==> config.mk <==
export PLATFORM = sky130hd
export DESIGN_NAME = func_dispatch
export DESIGN_NICKNAME = d
export VERILOG_FILES = /design/src/rtl/func_dispatch.sv
export SDC_FILE = /design/constraint.sdc
export NUM_CORES = 1
export LEC_CHECK = 0
export BUFFER_PORTS_ARGS = -buffer_cell sky130_fd_sc_hd__buf_2
export CORE_ASPECT_RATIO = 1.5
export CORE_MARGIN = 3
export CORE_UTILIZATION = 59
export CTS_CLUSTER_DIAMETER = 150
export DETAILED_ROUTE_END_ITERATION = 10
export PLACE_DENSITY = 0.84
export SETUP_SLACK_MARGIN = 0.02
export SYNTH_ARGS = -nofsm -noshare
export SYNTH_HDL_FRONTEND = slang
export SYNTH_SLANG_ARGS = --single-unit
==> constraint.sdc <==
create_clock -name clk -period 4.3 [get_ports clk]
set_input_delay 0.43 -clock clk [delete_from_list [all_inputs] [get_ports clk]]
set_output_delay 0.43 -clock clk [all_outputs]
set_load 0.01 [all_outputs]
==> src/rtl/func_dispatch.sv <==
// Operand FIFO and job sequencer feeding the `func` datapath (a^2 + cbrt(b)).
// Optional watchdog compiled in with FUNC_DISPATCH_TIMEOUT_EN.
module func_dispatch #(
  parameter int DEPTH   = 4,
  parameter int TIMEOUT = 1024
) (
  input  logic                         clk,
  input  logic                         reset,
  input  logic                         in_valid,
  output logic                         in_ready,
  input  logic [7:0]                   in_a,
  input  logic [7:0]                   in_b,
  output logic                         f_start,
  output logic [7:0]                   f_a,
  output logic [7:0]                   f_b,
  input  logic                         f_busy,
  input  logic [15:0]                  f_result,
  output logic                         out_valid,
  input  logic                         out_ready,
  output logic [7:0]                   out_a,
  output logic [7:0]                   out_b,
  output logic [15:0]                  out_result,
  output logic [$clog2(DEPTH+1)-1:0]   fifo_count
`ifdef FUNC_DISPATCH_TIMEOUT_EN
  ,
  output logic                         timeout_err
`endif
);

  localparam int AW = $clog2(DEPTH);
  localparam int CW = $clog2(DEPTH+1);

  localparam logic [1:0] S_IDLE      = 2'd0;
  localparam logic [1:0] S_ISSUE     = 2'd1;
  localparam logic [1:0] S_WAIT_BUSY = 2'd2;
  localparam logic [1:0] S_WAIT_DONE = 2'd3;

  logic [1:0]    state;
  logic [7:0]    mem_a [DEPTH];
  logic [7:0]    mem_b [DEPTH];
  logic [AW-1:0] wr_ptr;
  logic [AW-1:0] rd_ptr;
  logic          push;
  logic          pop;
  logic          done;
  logic          tmo_hit;

  assign in_ready = (fifo_count != CW'(DEPTH));
  assign push     = in_valid && in_ready;
  assign pop      = (state == S_IDLE) && (fifo_count != '0) && !out_valid;
  assign done     = (state == S_WAIT_DONE) && !f_busy;

  // Operand storage carries data only, so it is left out of reset.
  always_ff @(posedge clk) begin
    if (push) begin
      mem_a[wr_ptr] <= in_a;
      mem_b[wr_ptr] <= in_b;
    end
  end

  always_ff @(posedge clk or negedge reset) begin
    if (!reset) begin
      wr_ptr     <= '0;
      rd_ptr     <= '0;
      fifo_count <= '0;
    end else begin
      if (push) wr_ptr <= wr_ptr + 1'b1;
      if (pop)  rd_ptr <= rd_ptr + 1'b1;
      case ({push, pop})
        2'b10:   fifo_count <= fifo_count + 1'b1;
        2'b01:   fifo_count <= fifo_count - 1'b1;
        default: fifo_count <= fifo_count;
      endcase
    end
  end

`ifdef FUNC_DISPATCH_TIMEOUT_EN
  localparam int TW = $clog2(TIMEOUT+1);
  logic [TW-1:0] tmo_cnt;

  // Restarts on entry to each wait state; counts every cycle spent waiting.
  always_ff @(posedge clk or negedge reset) begin
    if (!reset) begin
      tmo_cnt <= '0;
    end else if (state == S_IDLE || state == S_ISSUE ||
                 (state == S_WAIT_BUSY && f_busy) || tmo_hit || done) begin
      tmo_cnt <= '0;
    end else begin
      tmo_cnt <= tmo_cnt + 1'b1;
    end
  end

  assign tmo_hit = (state == S_WAIT_BUSY || state == S_WAIT_DONE) &&
                   !done && (tmo_cnt == TW'(TIMEOUT-1));

  always_ff @(posedge clk or negedge reset) begin
    if (!reset) begin
      timeout_err <= 1'b0;
    end else if (tmo_hit) begin
      timeout_err <= 1'b1;
    end else if (out_valid && out_ready) begin
      timeout_err <= 1'b0;
    end
  end
`else
  // Watchdog absent: TIMEOUT has no effect in this build.
  assign tmo_hit = (TIMEOUT < 0);
`endif

  always_ff @(posedge clk or negedge reset) begin
    if (!reset) begin
      state      <= S_IDLE;
      f_start    <= 1'b0;
      f_a        <= '0;
      f_b        <= '0;
      out_valid  <= 1'b0;
      out_a      <= '0;
      out_b      <= '0;
      out_result <= '0;
    end else begin
      f_start <= 1'b0;
      if (out_valid && out_ready) out_valid <= 1'b0;
      case (state)
        S_IDLE: begin
          if (pop) begin
            f_a     <= mem_a[rd_ptr];
            f_b     <= mem_b[rd_ptr];
            f_start <= 1'b1;
            state   <= S_ISSUE;
          end
        end
        S_ISSUE: state <= S_WAIT_BUSY;
        S_WAIT_BUSY: begin
          if (f_busy) state <= S_WAIT_DONE;
        end
        default: ;
      endcase
      // A capture can only occur while out_valid is low: no issue happens otherwise.
      if (done || tmo_hit) begin
        out_result <= done ? f_result : 16'hFFFF;
        out_a      <= f_a;
        out_b      <= f_b;
        out_valid  <= 1'b1;
        state      <= S_IDLE;
      end
    end
  end

endmodule

==> impl_metrics.json <==
{
  "ys_types": 31,
  "fin_tns_setup_ns": 0,
  "grt_util_all_layers_pct": 21.3,
  "seqPwrFrac_pct": 42.5,
  "status": "completed",
  "p_int_uw": 3150,
  "swShare_pct": 31.1,
  "tritoncts": "yes",
  "pwr-share-comb_pct": 29.3,
  "r2r-start": "state[0]$_DFFE_PN0P_",
  "period_share_pct": 63.6,
  "ys_async_sr_fraction_pct": 48.0,
  "p_leak_uw": 0.00269,
  "rr_worst_depth": 10,
  "hold_viol_final": 0,
  "powerDensity_nw_per_um2": 770,
  "synth_fp_nets": 363,
  "cp.depth": 10,
  "numCtsBuffers": 17,
  "gp_congestion": 0.784,
  "wirelength_microns": 8900,
  "portBuffers": 90,
  "maxCapViolCount": 0,
  "rsz0062_at_grt": "false",
  "finish.instance_area_sq_um": 5930,
  "cts_post_setup_buffers_inserted": 0,
  "fp.dieArea_sq_um": 9380,
  "whs_ns": 0.213,
  "ios": 91,
  "fin_nets": 462,
  "clock_latency_ns": 0.41,
  "critPathLaunch": "state[0]$_DFFE_PN0P_",
  "synth_top_area_share_pct": 39.5,
  "via_count": 2798,
  "final_util_pct": 76.0,
  "slew_headroom_pct": 20.1,
  "power.switching_uw": 1420,
  "root_buffer": "clkbuf_16",
  "setup_viol": 0,
  "synth_cells": 316,
  "yosys_warnings": 0,
  "initial_core_util_pct": 62.2,
  "dieHeight_microns": 117,
  "ys.flop_type": "edfxtp_1",
  "cpPeakStageDelay_ns": 0.52,
  "worstPathCellList": "inv_1 > ha_1 > nand2b_1 > nor2_4 > ha_1 > inv_1 > fa_1 > xor2_1 > nor2_1 > xor2_1",
  "grt.overflow.total": 0,
  "seq_area_frac_synth_pct": 69.9,
  "crit_arrival_ns": 3.02,
  "worstPathRequired_ns": 4.59,
  "antenna_found_initial": 0,
  "die_x_microns": 80.1,
  "drtPass1Iterations": 4,
  "core_sq_um": 7810,
  "critPathBufInv": 2,
  "min_period_ns": 2.74,
  "synth_area_leaders": "edfxtp_1 (40%), dfrtp_1 (30%), nand2_1 (7.4%), mux4_1 (4.3%), mux4_2 (3.7%)",
  "initialDrtViolationCount": 207,
  "pwr-share-clk_pct": 28.3,
  "drive_gt1_share_pct": 34.8,
  "timing.fmax_ghz": 0.366,
  "slowest_stage": "nor2_4",
  "ys_ff_latch": 123,
  "cp-start-kind": "register",
  "yosysMostFrequentCell": "nand2_1",
  "grt_pass1_vias": 2900,
  "cts_num_sinks": 123,
  "power_uw": 4570,
  "worstSetupEndpointType": "register",
  "route.detailed.drc": 0,
  "grt_pass1_wl_microns": 14300,
  "crit_fanout": 18,
  "slew_violations": 0,
  "worstHoldPathType": "in -> reg",
  "antenna_left": 0,
  "holdPathStages": 2,
  "grt_max_degree": 37,
  "synth_edf_count": 64,
  "routedWlPerCell_microns": 16.8,
  "rows": 39,
  "netlist_area_sq_um": 4860,
  "dp_hpwl_microns": 5910,
  "clk_pin_slew_worst_paths_ns": 0.05,
  "synth_top_cell_by_area": "edfxtp_1",
  "max-vdd-ir-drop_mv": 0.465,
  "htree_levels": 4,
  "clk_path_buf_depth": 2,
  "fin_worst_skew_ns": 0.00904,
  "dpl_cell_area_sq_um": 5380,
  "worstSetupPathType": "reg -> reg",
  "cp_top_family": "adder cells",
  "max_slew.worst_pin.slew_ns": 1.20,
  "area_delta_synth_final_pct": 22.1,
  "avgViaCountPerCell": 5.28,
  "antennaDiodeCount": 0,
  "fillers": 462,
  "avgSynthCellArea_sq_um": 15.4,
  "synth.top_cells.by_count": "nand2_1 (96), edfxtp_1 (64), dfrtp_1 (59)",
  "min-delay-start": "out_ready"
}
==> registers in the layout, indices dropped and copies added (netlist names) <==
signal	count
f_b	8
state	2
out_valid	1
fifo_count	3
out_result	16
mem_b	32
f_start	1
mem_a	32
wr_ptr	2
out_b	8
out_a	8
f_a	8
rd_ptr	2
==> layer usage <==
layer  GRT usage [%]  wire length, microns  vias to the layer above
li1                -                     -                     1307
met1            23.2                  3300                     1393
met2            37.1                  4910                       76
met3            6.13                   405                       22
met4            11.8                   288                        0
met5               0                     0                        -
==> kinds of logic after synthesis <==
family / after synthesis / synth area share [%]
and+or+nand+nor: 115 / 10.1
xor gates and xnor gates: 6 / 1.08
muxes: 35 / 13.1
DFF: 123 / 69.9
adders and majority gates: 10 / 2.73
buffers and inverters: 22 / 2.29
AOI/OAI and AO/OA: 5 / 0.772
==> layout by cell type, fill, tap and decap left out, types with 2 or more instances in the layout <==
cell	count
clkbuf_16	17
ha_1	9
mux4_2	8
bufinv_16	2
nand2_1	96
clkbuf_1	5
o21ai_0	2
clkinv_2	5
clkinv_1	2
and3_1	4
nand2b_1	3
mux2_4	9
xor2_1	4
edfxtp_1	64
xnor2_1	2
buf_2	90
inv_1	9
nor2_1	5
mux4_1	8
buf_4	2
dfrtp_1	59
mux2_2	9
==> cell type report <==
class / instances / area [sq um] / area share, %
clock inverter: 10 / 100 / 1.69
clock buffer: 22 / 444 / 7.49
tap: 102 / 128 / 2.15
sequential: 123 / 3400 / 57.3
multi-input combinational: 171 / 1350 / 22.8
timing repair buffer: 93 / 475 / 8.02
inverter: 9 / 33.8 / 0.570
==> stage by stage <==
stage               cells  setup WS (ns)
floorplan             316           2.00
global placement      497           1.79
detailed placement    497           1.55
CTS                   530           1.55
global route          530           1.40
finish                530           1.56
==> worst paths after layout <==
path,slack [ns],to
setup / recovery,1.56,fifo_count[2]$_DFFE_PN0P_
max in group asynchronous,2.92,out_result[11]$_DFFE_PN0P_
min in group asynchronous,0.54,f_a[2]$_DFFE_PN0P_
hold / removal,0.21,out_valid$_DFFE_PN0P_
hold reg to reg,0.47,out_result[13]$_DFFE_PN0P_
setup reg to reg,1.56,fifo_count[2]$_DFFE_PN0P_
==> power groups by stage <==
stage / clock network [uW] / logic [uW] / registers [uW]
after CTS: 1310 / 1360 / 1950
after global placement: 0 / 1280 / 1940
after floorplan: 0 / 859 / 1960
after global routing: 1370 / 1480 / 1990
final: 1290 / 1340 / 1940
after detailed placement: 0 / 1340 / 1960
==> timing repair <==
action,4_1_cts,5_1_grt
endpoints found under the hold margin,14,0
gates resized for setup,0,0
hold buffers,1,0
(Power assumes the default switching activity.)
